--- config.mk ---
export PLATFORM = sky130hd
export DESIGN_NAME = dly_timer
export DESIGN_NICKNAME = d
export VERILOG_FILES = /design/src/rtl/dly_pkg.sv /design/src/rtl/dly_timer.sv
export SDC_FILE = /design/constraint.sdc
export NUM_CORES = 1
export LEC_CHECK = 0
export BUFFER_PORTS_ARGS = -buffer_cell sky130_fd_sc_hd__buf_2
export CORE_AREA = 3 3 40 42
export DETAILED_ROUTE_END_ITERATION = 12
export DIE_AREA = 0 0 43 45
export HOLD_SLACK_MARGIN = 0.02
export PLACE_DENSITY = 0.59
export SLEW_MARGIN = 20
export SYNTH_ARGS = -nofsm -noshare
export SYNTH_HDL_FRONTEND = slang
export SYNTH_SLANG_ARGS = --single-unit
export TNS_END_PERCENT = 10
--- constraint.sdc ---
create_clock -name clk -period 5.6 [get_ports clk]
set_clock_uncertainty 0.15 [all_clocks]
set_input_delay 1.4 -clock clk [delete_from_list [all_inputs] [get_ports clk]]
set_output_delay 1.4 -clock clk [all_outputs]
set_load 0.005 [all_outputs]
--- src/rtl/dly_pkg.sv ---
// dly_pkg: shared constants and the delay-to-cycles conversion for dly_timer.
//
// Contents:
//   CLK_HZ_DEFAULT            default system clock (50 MHz)
//   DLY_200NS/DLY_1US/DLY_2_1MS  standard delay presets in ns
//   dly_state_e               IDLE / RUN view of the delay counter
//   dly_cycles()              ns -> clock cycles, rounded to nearest, minimum 1
//
// Build option: DLY_FAST_SIM_EN
//   When defined, dly_cycles() divides its result by 1000 (minimum 1) so
//   millisecond delay chains run quickly in simulation.
package dly_pkg;

    localparam int CLK_HZ_DEFAULT = 50_000_000;

    localparam int DLY_200NS = 200;
    localparam int DLY_1US   = 1000;
    localparam int DLY_2_1MS = 2_100_000;

    typedef enum logic [0:0] {
        DLY_IDLE = 1'b0,
        DLY_RUN  = 1'b1
    } dly_state_e;

    // Cycles for a delay of delay_ns at clk_hz. 64-bit intermediate so that
    // 2.1 ms at 50 MHz (1.05e14 ns*Hz) cannot overflow.
    function automatic int dly_cycles(input longint clk_hz, input longint delay_ns);
        longint prod;
        longint n;
        prod = delay_ns * clk_hz;
        n    = (prod + 64'sd500_000_000) / 64'sd1_000_000_000;
        if (n < 64'sd1) begin
            n = 64'sd1;
        end else begin
            n = n;
        end
`ifdef DLY_FAST_SIM_EN
        n = n / 64'sd1000;
        if (n < 64'sd1) begin
            n = 64'sd1;
        end else begin
            n = n;
        end
`endif
        return int'(n);
    endfunction

endpackage

--- src/rtl/dly_timer.sv ---
// dly_timer: single-shot, retriggerable delay generator.
//
// A trigger on `in` loads a down-counter with N = dly_cycles(CLK_HZ, DELAY_NS);
// `p` pulses for one clock N cycles after the sampling edge, then the block
// returns to idle.
//
// Parameters:
//   CLK_HZ     system clock frequency in Hz
//   DELAY_NS   delay in ns
//   EDGE_TRIG  0: `in` high is a trigger every cycle; 1: only a rising edge
//   RETRIGGER  1: trigger while running reloads; 0: ignored while running
//
// Ports:
//   clk    input   system clock, rising edge
//   reset  input   asynchronous active-low reset
//   in     input   trigger
//   p      output  one-cycle delayed pulse (registered)
//   busy   output  high while a delay is in progress (registered)
//
// Build option: DLY_FAST_SIM_EN (see dly_pkg) shortens N by 1000x.
module dly_timer
    import dly_pkg::*;
#(
    parameter int CLK_HZ    = CLK_HZ_DEFAULT,
    parameter int DELAY_NS  = DLY_1US,
    parameter int EDGE_TRIG = 0,
    parameter int RETRIGGER = 1
) (
    input  logic clk,
    input  logic reset,
    input  logic in,
    output logic p,
    output logic busy
);

    localparam int N  = dly_cycles(longint'(CLK_HZ), longint'(DELAY_NS));
    localparam int CW = $clog2(N + 1);

    localparam logic [CW-1:0] LOAD_VAL = CW'(N);
    localparam logic [CW-1:0] ZERO_VAL = {CW{1'b0}};
    localparam logic [CW-1:0] ONE_VAL  = {{(CW-1){1'b0}}, 1'b1};

    logic [CW-1:0] cnt_q;
    logic [CW-1:0] cnt_d;
    logic          in_q;
    logic          p_q;
    logic          busy_q;
    logic          trig_s;
    dly_state_e    state_s;

    // Trigger qualification: level, or rising edge against last cycle's `in`
    // (combinational, so edge mode adds no latency).
    always_comb begin
        trig_s = 1'b0;
        if (EDGE_TRIG != 0) begin
            trig_s = in & ~in_q;
        end else begin
            trig_s = in;
        end
    end

    // Decode the counter into the idle/run view used by the next-state logic.
    always_comb begin
        state_s = DLY_IDLE;
        if (cnt_q != ZERO_VAL) begin
            state_s = DLY_RUN;
        end else begin
            state_s = DLY_IDLE;
        end
    end

    // Next count: load/reload wins over decrement; counter stops at zero.
    always_comb begin
        cnt_d = cnt_q;
        case (state_s)
            DLY_IDLE: begin
                if (trig_s) begin
                    cnt_d = LOAD_VAL;
                end else begin
                    cnt_d = ZERO_VAL;
                end
            end
            DLY_RUN: begin
                if (trig_s && (RETRIGGER != 0)) begin
                    cnt_d = LOAD_VAL;
                end else begin
                    cnt_d = cnt_q - ONE_VAL;
                end
            end
            default: begin
                cnt_d = ZERO_VAL;
            end
        endcase
    end

    // State and registered outputs. `p` is high during the cycle in which the
    // counter holds 1, i.e. it is decoded from the next count; a reload on the
    // edge that would have produced 1 therefore suppresses the pulse.
    always_ff @(posedge clk or negedge reset) begin
        if (!reset) begin
            cnt_q  <= ZERO_VAL;
            in_q   <= 1'b0;
            p_q    <= 1'b0;
            busy_q <= 1'b0;
        end else begin
            cnt_q  <= cnt_d;
            in_q   <= in;
            p_q    <= (cnt_d == ONE_VAL);
            busy_q <= (cnt_d != ZERO_VAL);
        end
    end

    assign p    = p_q;
    assign busy = busy_q;

endmodule

==> flow_metrics.py <==
metrics = {
    "timing": {
        "period_minus_slack_ns": 2.262,
        "holdWs_ns": 0.3822,
        "rsz0062_at_grt": "no",
        "layout_worst_path_cycle_share_pct": 40.38,
        "slew_viol_final": 0,
        "slew_headroom_pct": 67.56,
        "setup_viol": 0,
        "setup-tns-final_ns": 0,
        "tightest_slew_ns": 0.4828,
        "fmax_mhz": 442.2,
        "finalHoldViolCount": 0,
    },
    "clock_network": {
        "ctsResizeCount": 0,
        "clk_latency_ns": 0.24,
        "htreeDepth": 1,
        "cts_tree": "done",
        "post-cts-setup-buffer-count": 0,
        "hold_buffers": 0,
        "cts-root-buf": "clkbuf_4",
        "clk_pin_slew_ns": 0.05,
        "numCtsBuffers": 3,
        "cts_buffer_depth": 2,
        "clock_sinks": 8,
    },
    "placement": {
        "placed_cells": 61,
        "gp_congestion": 0.8353,
        "dp_hpwl_um": 603.7,
        "io_buffers": 4,
    },
    "yosys": {
        "synth.net_count": 48,
        "synth_area_um2": 442.9,
        "syn_inst": 43,
        "ys_ff_latch": 8,
        "synth_cell_types": 26,
        "syn_area_per_cell_um2": 10.30,
        "ys_warn_count": 0,
        "synth-seq-area-share_pct": 45.20,
    },
    "worst_setup_path": {
        "slowest_delay_ns": 0.35,
        "r2r_start": "cnt_q[0]$_DFF_PN0_",
        "worstPathCellList": "buf_2",
        "cp-startpoint": "p$_DFF_PN0_",
        "path_buf_inv": 1,
        "crit_path_end_kind": "output pin",
        "crit_arrival_ns": 0.71,
        "start_kind": "flop",
        "path_max_fanout": 1,
        "path_delay_family": "flip-flops",
        "worstSetupPathType": "reg2out",
        "cp_slowest_cell": "dfrtp_1",
        "required_ns": 4.05,
    },
    "die": {
        "placementRows": 13,
        "dieArea_mm2": 0.001935,
        "dieWidth_um": 43,
        "initial_utilization_pct": 34.47,
        "core-area_mm2": 0.001285,
        "die_height_um": 45,
        "num_io_pins": 5,
    },
    "run": {
        "maxCapViolations": 0,
    },
    "global_route": {
        "gr-total-overflow": 0,
        "grtUsageMet2_pct": 14.97,
        "grt_max_degree": 11,
        "grt_pass1_vias": 342,
        "antenna_found_initial": 0,
        "grt_use_met1_pct": 13.55,
        "grt.total_usage_pct": 9.732,
        "top_usage_layer": "met2",
        "grt_pass1_wl_um": 1455,
        "grt_util_met3_pct": 3.984,
    },
    "layout": {
        "diodes": 0,
        "drive_above_1_share_pct": 24.49,
        "final_cells": 64,
        "final_common_cell": "dfrtp_1",
        "nNetsFinal": 56,
        "areaGrowthSynthToFinish_pct": 11.30,
        "final_util_pct": 38.36,
        "layout.cells.most_common_list": "dfrtp_1, nor3_1, nor2_1, buf_2",
    },
    "drt": {
        "first_pass_iters": 2,
        "drcViolationCount": 0,
        "vias_per_cell": 5.188,
        "routed_wl_um": 762,
        "drt_first_iter_violations": 2,
        "num_vias": 332,
        "ant_nets": 0,
        "routedWlPerCell_um": 11.91,
    },
    "pwr": {
        "leakage_nw": 0.2118,
        "ir_worst_vdd_v": 0.0001755,
        "p_per_area_mw_per_mm2": 266.8,
        "p_total_mw": 0.1315,
    },
    "worst_hold_path": {
        "min_path_type": "reg2reg",
        "min_from": "cnt_q[0]$_DFF_PN0_",
    },
    "run_status": {
        "status": "finished, final reports clean",
    },
}
-- worst reg2reg max path, cell delays in order (launching register included) --
cell      delay, ns
dfrtp_1        0.42
inv_1          0.10
ha_1           0.18
or3b_2         0.48
nor3_1         0.40
o21bai_2       0.13
-- synth_stat cells, drive strengths merged --
cell type  number  area share (%)
nor2b           1             1.4
nor2            4             3.4
or4             1             2.5
ha              2             5.6
nor3            4             4.5
nor4            1             1.4
nand2b          1             1.4
or3b            2             4.0
o21bai          2             4.2
a211o           2             4.2
or3             1             2.5
xor2            1             2.0
nand2           3             2.5
dfrtp           8              45
nor3b           1             1.7
inv             2             1.7
buf             1             2.5
a21oi           1             1.1
o31ai           1             1.7
o21ai           1             1.1
nand3b          1             1.7
and4            1             2.0
nand4           1             1.4
-- flip-flops by register name (all words and copies together), names as in the netlist --
| signal | cells |
|---|---|
| busy | 1 |
| cnt_q | 6 |
| p | 1 |
-- final timing paths --
| kind | depth (start not counted) | end | slack (ns) |
|---|---|---|---|
| max | 1 | p | 3.34 |
| min | 1 | p$_DFF_PN0_ | 0.38 |
| max reg2reg | 5 | busy$_DFF_PN0_ | 3.61 |
| min reg2reg | 1 | p$_DFF_PN0_ | 0.38 |
| max in group asynchronous | 1 | cnt_q[1]$_DFF_PN0_ | 4.29 |
| min in group asynchronous | 1 | cnt_q[4]$_DFF_PN0_ | 0.84 |
-- logic make-up (layout without fill, tap and decap cells) --
logic type,Yosys count,after routing,synth area share [%]
and+or+nand+nor,22,22,30.51
DFF,8,8,45.20
AOI/OAI and AO/OA,7,7,12.43
buffers and inverters,3,9,4.238
adders and majority gates,2,2,5.649
xor gates and xnor gates,1,1,1.978
-- layer usage --
| metal | wire (µm) | vias to the layer above |
|---|---|---|
| met1 | 363 | 160 |
| met3 | 30 | 0 |
| met5 | 0 | - |
| met2 | 368 | 5 |
| met4 | 0 | 0 |
| li1 | - | 167 |
-- through the flow --
step / area (µm²) / setup slack (ns)
final: 493.0 / 3.338
after global routing: 493.0 / 3.298
after CTS: 493.0 / 3.331
after detailed placement: 470.5 / 3.296
after global placement: 470.5 / 3.324
after floorplan: 442.9 / 3.490
-- report_power, final --
group / internal, mW / switching, mW / total, mW
combinational: 0.0103 / 0.0118 / 0.0221
clock: 0.0243 / 0.0164 / 0.0407
sequential: 0.0621 / 0.00660 / 0.0687
total: 0.0967 / 0.0348 / 0.132
-- area by class of cell --
cell class	count	area, µm²
Tap cell	15	18.77
Clock buffer	3	22.52
Sequential cell	8	200.2
Fill cell	138	792.0
Inverter	2	7.507
Timing Repair Buffer	4	20.02
Multi-Input combinational cell	32	224.0
No activity file was read; power rests on OpenSTA's default activity.
